**src/rtl/alu.sv**
```systemverilog
// Registered integer ALU with MIPS R-type funct opcodes, one-cycle latency.
// Status flags (zero/negative/carry/overflow/illegal_op) exist only when ALU_FLAGS_EN is defined.
module alu #(
  parameter int N_BITS = 8
) (
  input  logic              clk,
  input  logic              rst,
  input  logic              in_valid,
  input  logic [N_BITS-1:0] d0,
  input  logic [N_BITS-1:0] d1,
  input  logic [5:0]        opcode,
  output logic [N_BITS-1:0] out,
  output logic              out_valid,
  output logic              zero,
  output logic              negative,
  output logic              carry,
  output logic              overflow,
  output logic              illegal_op
);

  localparam logic [5:0] OP_ADD = 6'b100000;
  localparam logic [5:0] OP_SUB = 6'b100010;
  localparam logic [5:0] OP_AND = 6'b100100;
  localparam logic [5:0] OP_OR  = 6'b100101;
  localparam logic [5:0] OP_XOR = 6'b100110;
  localparam logic [5:0] OP_NOR = 6'b100111;
  localparam logic [5:0] OP_SRA = 6'b000011;
  localparam logic [5:0] OP_SRL = 6'b000010;

  localparam int                MSB   = N_BITS - 1;
  localparam logic [N_BITS:0]   NB_W  = (N_BITS + 1)'(N_BITS);

  logic [N_BITS-1:0] sum, diff, res;
  logic              sh_big, is_add, is_sub, legal;

  // Shift amount is the whole of d1, so anything >= N_BITS saturates.
  assign sh_big = ({1'b0, d1} >= NB_W);
  assign sum    = d0 + d1;
  assign diff   = d0 - d1;

  always_comb begin
    res    = '0;
    legal  = 1'b1;
    is_add = 1'b0;
    is_sub = 1'b0;
    case (opcode)
      OP_ADD: begin res = sum;  is_add = 1'b1; end
      OP_SUB: begin res = diff; is_sub = 1'b1; end
      OP_AND: res = d0 & d1;
      OP_OR:  res = d0 | d1;
      OP_XOR: res = d0 ^ d1;
      OP_NOR: res = ~(d0 | d1);
      OP_SRA: res = sh_big ? {N_BITS{d0[MSB]}} : N_BITS'($signed(d0) >>> d1);
      OP_SRL: res = sh_big ? '0 : (d0 >> d1);
      default: legal = 1'b0;
    endcase
  end

  always_ff @(posedge clk) begin
    if (rst) begin
      out       <= '0;
      out_valid <= 1'b0;
    end else begin
      out_valid <= in_valid;
      if (in_valid) out <= res;
    end
  end

`ifdef ALU_FLAGS_EN
  logic cy_n, ov_n;

  // Carry-out of an N-bit add shows up as the wrapped sum being below an operand.
  always_comb begin
    cy_n = 1'b0;
    ov_n = 1'b0;
    if (is_add) begin
      cy_n = (sum < d0);
      ov_n = (d0[MSB] == d1[MSB]) && (sum[MSB] != d0[MSB]);
    end else if (is_sub) begin
      cy_n = (d0 < d1);
      ov_n = (d0[MSB] != d1[MSB]) && (diff[MSB] != d0[MSB]);
    end
  end

  always_ff @(posedge clk) begin
    if (rst) begin
      zero       <= 1'b0;
      negative   <= 1'b0;
      carry      <= 1'b0;
      overflow   <= 1'b0;
      illegal_op <= 1'b0;
    end else if (in_valid) begin
      zero       <= (res == '0);
      negative   <= res[MSB];
      carry      <= cy_n;
      overflow   <= ov_n;
      illegal_op <= ~legal;
    end
  end
`else
  logic unused_flags;
  assign unused_flags = ^{is_add, is_sub, legal};
  assign zero       = 1'b0;
  assign negative   = 1'b0;
  assign carry      = 1'b0;
  assign overflow   = 1'b0;
  assign illegal_op = 1'b0;
`endif

endmodule

```
**config.mk**
```make
export PLATFORM = sky130hd
export DESIGN_NAME = alu
export DESIGN_NICKNAME = d
export VERILOG_FILES = /design/src/rtl/alu.sv
export SDC_FILE = /design/constraint.sdc
export NUM_CORES = 1
export LEC_CHECK = 0
export CORE_ASPECT_RATIO = 0.75
export CORE_MARGIN = 4
export CORE_UTILIZATION = 23
export DETAILED_ROUTE_END_ITERATION = 16
export GPL_ROUTABILITY_DRIVEN = 0
export PLACE_DENSITY = 0.48
export SYNTH_ARGS = -nofsm -noshare
export SYNTH_HDL_FRONTEND = slang
export SYNTH_SLANG_ARGS = --single-unit
```
**constraint.sdc**
```tcl
create_clock -name clk -period 5.7 [get_ports clk]
set_input_delay 1.71 -clock clk [delete_from_list [all_inputs] [get_ports clk]]
set_output_delay 1.71 -clock clk [all_outputs]
set_load 0.1 [all_outputs]
```
==> flow_metrics.env, run 1 <==
export IMPL_ant_nets=0
export IMPL_die_area_um2=9800
export IMPL_synth_seq_area_share=0.0947
export IMPL_setup_worst_path_class="input port to flop"
export IMPL_numPlacedInstances=376
export IMPL_outcome="complete, no violations"
export IMPL_avgSynthCellArea_um2=7.73
export IMPL_grt_max_degree=26
export IMPL_timing_critical_path_from_type="input port"
export IMPL_max_clock_freq_mhz=215
export IMPL_relative_max_transition_margin=0.345
export IMPL_synth_ff_latch_count=9
export IMPL_cts_setup_buffers=0
export IMPL_worstSkewPairLatency_ps=230
export IMPL_number_of_setup_violations_in_the_final_report=0
export IMPL_mappedNetlistArea_um2=1900
export IMPL_final_min_period_over_clock_period=0.816
export IMPL_maxCapViolCount=0
export IMPL_hpwlAfterDp_mm=4.85
export IMPL_grt_total_usage=0.124
export IMPL_worst_path_largest_cell_delay_ps=600
export IMPL_grt_setup_unrepaired="no"
export IMPL_grt_pass1_wl_mm=9.89
export IMPL_endpoint_kind="flop"
export IMPL_post_synth_and_or_nand_nor_area_fraction=0.212
export IMPL_post_synth_num_cell_types=57
export IMPL_dominant_combinational_cell_family_by_area_after_synthesis="compound AO/OA/AOI/OAI gates"
export IMPL_top_level_ports=39
export IMPL_cts_htree_levels=1
export IMPL_postPlaceCellArea_um2=2310
export IMPL_fp_coreArea_um2=7950
export IMPL_floorplan_die_width_um=113
export IMPL_syn_to_final_growth_pct=23.6
export IMPL_postRouteWirelength_mm=5.96
export IMPL_grt_antenna_before_repair=0
export IMPL_cts_root_buffer="clkbuf_8"
export IMPL_first_global_vias=1856
export IMPL_worstPathArrival_ps=4780
export IMPL_grt_overflow_total=0
export IMPL_synth_area_top_cells="ha_1, dfxtp_1, xnor2_1, mux2i_1, a211oi_1"
export IMPL_ys_warn_count=0
export IMPL_dr_total_vias=1886
export IMPL_drt_iter0_markers=162
export IMPL_netlist_area_leader_share=0.158
export IMPL_avgRoutedWirePerCell_um=15.7
export IMPL_clk_buf_depth=2
export IMPL_synth_mux_area_frac=0.0822
export IMPL_timing_max_transition_violations_final=0
export IMPL_tns_ps=0
export IMPL_static_power_due_to_leakage_uw=0.000927
export IMPL_cts_inserted_buffers=3
export IMPL_ir_drop_v=0.0000624
export IMPL_clock_sinks=9
export IMPL_cpMaxStageDelayCell="clkdlybuf4s50_1"
export IMPL_hold_buffers=0
export IMPL_tritoncts_clock_tree="done"
export IMPL_path_cells="clkdlybuf4s50_1 -> or4b_4 -> nor2_4 -> mux2i_1 -> ha_1 -> nor2b_1 -> o2111ai_1 -> nand3_1 -> o41ai_1 -> xnor2_1 -> a21o_1"
export IMPL_cp_data_required_time_ps=5830
export IMPL_post_synthesis_compound_gate_area_fraction=0.259
export IMPL_final_design_area_no_fill_um2=2350
export IMPL_syn_instance_count=246
export IMPL_asyncSetResetFlopFracSynth=0
export IMPL_hold_class="flop to flop"
export IMPL_finish_net_count=326
export IMPL_synth_largest_area_cell="ha_1"
export IMPL_synth_main_ff_cell="dfxtp_1"
export IMPL_avgViaCountPerCell=4.96
export IMPL_power_total_uw=300
export IMPL_share_of_cells_above_drive_strength_1=0.0800
export IMPL_wp_buf_inv=1
export IMPL_detailedRoute_firstPassIterationCount=4
export IMPL_final_hold_worst_slack_ps=468
export IMPL_power_per_cell_area_nw_per_um2=128
export IMPL_die_h_um=86.8
export IMPL_initial_core_util=0.239
export IMPL_cts_reportedPaths_clkPinSlew_ps=50
export IMPL_drcViolationCount=0
export IMPL_tmin_final_ps=4650
export IMPL_critPathTopFamily="simple AND/OR/NAND/NOR gates"
export IMPL_final_hold_violation_count=0
export IMPL_io_buffers=33
export IMPL_synth_xor_xnor_area_share=0.0921
export IMPL_synth_edf_count=0
export IMPL_antennaDiodeCount=0
export IMPL_fin_worst_skew_ps=0
export IMPL_fp_row_count=28
export IMPL_cts_resized_gates=0
export IMPL_critical_path_peak_fanout=7
export IMPL_post_layout_nonfiller_instances=380
export IMPL_worst_slew_pin_slew_ps=979
export IMPL_adder_cell_area_share_of_the_yosys_netlist=0.168
state kept, by name, indices dropped and copies added (netlist names):
name and flops:
out 8, out_valid 1
layer usage:
layer  share of wire  GRT usage
met5               0          0
met4          0.0012    0.00655
met3           0.058     0.0230
met2            0.44      0.200
met1            0.50      0.182
stage by stage:
| step | utilization | setup slack, ps |
|---|---|---|
| after floorplan | - | 1640 |
| after global placement | 0.290 | 899 |
| after detailed placement | 0.290 | 844 |
| after CTS | 0.296 | 1080 |
| after global routing | 0.296 | 845 |
| final | 0.296 | 1050 |
cells in the mapped netlist, types with 3 or more instances:
master,number
ha_1,24
nor2_1,23
inv_1,18
nand2_1,18
a21oi_1,17
xnor2_1,14
a211oi_1,13
buf_4,10
mux2i_1,10
dfxtp_1,9
nor2b_1,8
o21ai_0,7
xor2_1,6
nand3_1,5
a221oi_1,4
buf_2,4
a31oi_1,3
where the power goes:
part	internal, uW	switching, uW
logic	64.3	97.5
registers	64.1	0.339
clock network	48.7	25.2
total	177	123
cells in the final DEF, fill, tap and decap left out, types with 2 or more instances in the layout:
master,instances
clkbuf_8,3
xor2_1,6
nor4_4,2
a21o_1,2
mux2i_1,10
mux4_2,2
nand3_1,5
nor3_1,2
o211ai_1,2
a211oi_1,13
xnor2_1,14
or3_1,2
a221o_1,2
o21a_1,2
inv_1,18
a31oi_1,3
o211a_1,2
o21ai_0,7
conb_1,5
a21oi_1,17
clkdlybuf4s50_1,33
nor2_1,23
nor2b_1,8
nand2_1,18
nor2_2,2
buf_4,4
a221oi_1,4
o41ai_1,2
dfxtp_1,9
ha_1,24
o2111ai_1,2
cells by family (layout without fill, tap and decap cells):
kind of cell | after synthesis | count (layout)
AOI/OAI and AO/OA | 70 | 70
xor gates and xnor gates | 20 | 20
adders and majority gates | 25 | 25
buffers and inverters | 34 | 59
DFF | 9 | 9
muxes | 13 | 13
other | 1 | 5
and+or+nand+nor | 74 | 74
worst min-delay path, stage by stage (launching register included):
cell	delay, ps
dfxtp_1	320
nand2_1	50
o21ai_0	60
cell type report:
cell class	instances	area [um2]
fillers	862	5600
multi-input cells	207	1570
repair buffers	37	360
flip-flops and latches	9	180
well taps	105	131
inverters	18	67.6
clock buffers	4	45.0
worst paths after layout:
kind,from,to,slack [ps],depth (start not counted)
worst max-delay path,opcode[5],out[7],1050,11
worst min-delay path,out[4],out[4],470,2
worst max register to register,out[6],out[6],4670,3
worst min register to register,out[4],out[4],470,2
Note: power is estimated with default switching activity, not from simulation.
==> inputs of run 2 (changes only) <==
clock period = 4.5 ns   (was 5.7 ns; I/O delays follow)
==> flow_metrics.env, run 2 (synthesized netlist as in run 1, its figures left out) <==
export IMPL_tritoncts_clock_tree="done"
export IMPL_fill_cells=844
export IMPL_cp_data_required_time_ps=4630
export IMPL_seqCellArea_um2=180
export IMPL_grt_antenna_before_repair=0
export IMPL_finish_net_count=333
export IMPL_worstPathArrival_ps=4240
export IMPL_critical_path_peak_fanout=7
export IMPL_hpwlAfterDp_mm=4.90
export IMPL_avgViaCountPerCell=4.89
export IMPL_detailedRoute_firstPassIterationCount=4
export IMPL_proportion_of_power_drawn_by_combinational_gates=0.540
export IMPL_timing_reg2reg_worst_path_depth=3
export IMPL_cts_root_buffer="clkbuf_8"
export IMPL_postRouteWirelength_mm=5.96
export IMPL_grt_pass1_wl_mm=9.89
export IMPL_setup_worst_path_class="input port to flop"
export IMPL_worstSkewPairLatency_ps=230
export IMPL_dr_total_vias=1894
export IMPL_grt_setup_unrepaired="no"
export IMPL_cts_setup_buffers=0
export IMPL_share_of_cells_above_drive_strength_1=0.103
export IMPL_avgRoutedWirePerCell_um=15.4
export IMPL_endpoint_kind="flop"
export IMPL_fp_coreArea_um2=7950
export IMPL_max_clock_freq_mhz=243
export IMPL_static_power_due_to_leakage_uw=0.000962
export IMPL_power_per_cell_area_nw_per_um2=160
export IMPL_post_layout_nonfiller_instances=387
export IMPL_hold_class="flop to flop"
export IMPL_tmin_final_ps=4110
export IMPL_die_area_um2=9800
export IMPL_clockPowerShare=0.248
export IMPL_die_h_um=86.8
export IMPL_syn_to_final_growth_pct=26.4
export IMPL_fin_worst_skew_ps=0
export IMPL_ant_nets=0
export IMPL_drcViolationCount=0
export IMPL_top_level_ports=39
export IMPL_cts_inserted_buffers=3
export IMPL_floorplan_die_width_um=113
export IMPL_cts_resized_gates=0
export IMPL_net_switching_power_uw=158
export IMPL_maxCapViolCount=0
export IMPL_sequentialPowerShare=0.211
export IMPL_outcome="complete, no violations"
export IMPL_worst_slew_pin_slew_ps=981
export IMPL_ir_drop_v=0.0000707
export IMPL_reg_largest_list="out (8), out_valid (1)"
export IMPL_worstHoldPathCells=2
export IMPL_initial_core_util=0.239
export IMPL_final_common_cell="clkdlybuf4s50_1"
export IMPL_power_switching_fraction=0.409
export IMPL_final_min_period_over_clock_period=0.913
export IMPL_intPower_uw=228
export IMPL_tns_ps=0
export IMPL_timing_max_transition_violations_final=0
export IMPL_multiInputGateArea_um2=1570
export IMPL_grt_max_degree=26
export IMPL_fp_row_count=28
export IMPL_largest_register_ff_count=8
export IMPL_first_global_vias=1894
export IMPL_numPlacedInstances=383
export IMPL_clk_buf_depth=2
export IMPL_reg2reg_setup_slack_ps=3440
export IMPL_largest_register="out"
export IMPL_grt_overflow_total=0
export IMPL_mostFrequentLayoutCells="clkdlybuf4s50_1, ha_1, nor2_1"
export IMPL_hold_buffers=0
export IMPL_cts_htree_levels=1
export IMPL_io_buffers=33
export IMPL_final_hold_violation_count=0
export IMPL_timing_critical_path_from_type="input port"
export IMPL_cts_reportedPaths_clkPinSlew_ps=50
export IMPL_clock_sinks=9
export IMPL_grt_total_usage=0.124
export IMPL_drt_iter0_markers=110
export IMPL_number_of_setup_violations_in_the_final_report=0
export IMPL_relative_max_transition_margin=0.344
export IMPL_antennaDiodeCount=0
## run 2: power by group through the flow
| stage | Sequential, uW | Combinational, uW | Clock (uW) |
|---|---|---|---|
| after floorplan | 91.5 | 136 | 0 |
| after global placement | 83.1 | 207 | 0 |
| after detailed placement | 83.1 | 207 | 0 |
| after CTS | 81.6 | 209 | 97.9 |
| after global routing | 81.6 | 230 | 103 |
| final | 81.6 | 208 | 95.8 |
## run 2: layout make-up
class	instances	area share
multi-input cells	207	0.652
repair buffers	44	0.172
flip-flops and latches	9	0.0750
well taps	105	0.0547
inverters	18	0.0281
clock buffers	4	0.0187
## run 2: stage by stage
step	instance area [um2]	util	power (uW)	hold WS (ps)	setup slack (ps)
6_report	2400	0.302	386	469	391
5_1_grt	2400	0.302	415	505	114
4_1_cts	2400	0.302	388	479	371
3_5_place_dp	2360	0.297	291	469	113
3_3_place_gp	2360	0.297	290	449	159
2_1_floorplan	1920	-	227	881	798
## run 2: worst max-delay path, stage by stage
cell and delay, ps:
clkdlybuf4s50_1 470, or4b_4 550, nor2_4 210, mux2i_1 310
ha_1 280, nor2b_1 140, o2111ai_1 170, nand3_1 130
o41ai_1 330, xnor2_1 120, a21o_1 180
## run 2: worst paths after layout
| kind | start | to |
|---|---|---|
| hold reg to reg | out[4] | out[4] |
| setup reg to reg | out[6] | out[6] |
| setup / recovery | opcode[4] | out[7] |
| hold / removal | out[4] | out[4] |
## run 2: routing by layer
metal | part of all wire | vias to the layer above | GRT usage
li1 | - | 952 | -
met1 | 0.51 | 878 | 0.185
met5 | 0 | - | 0
met3 | 0.057 | 8 | 0.0265
met2 | 0.42 | 56 | 0.181
met4 | 0.015 | 0 | 0.0284
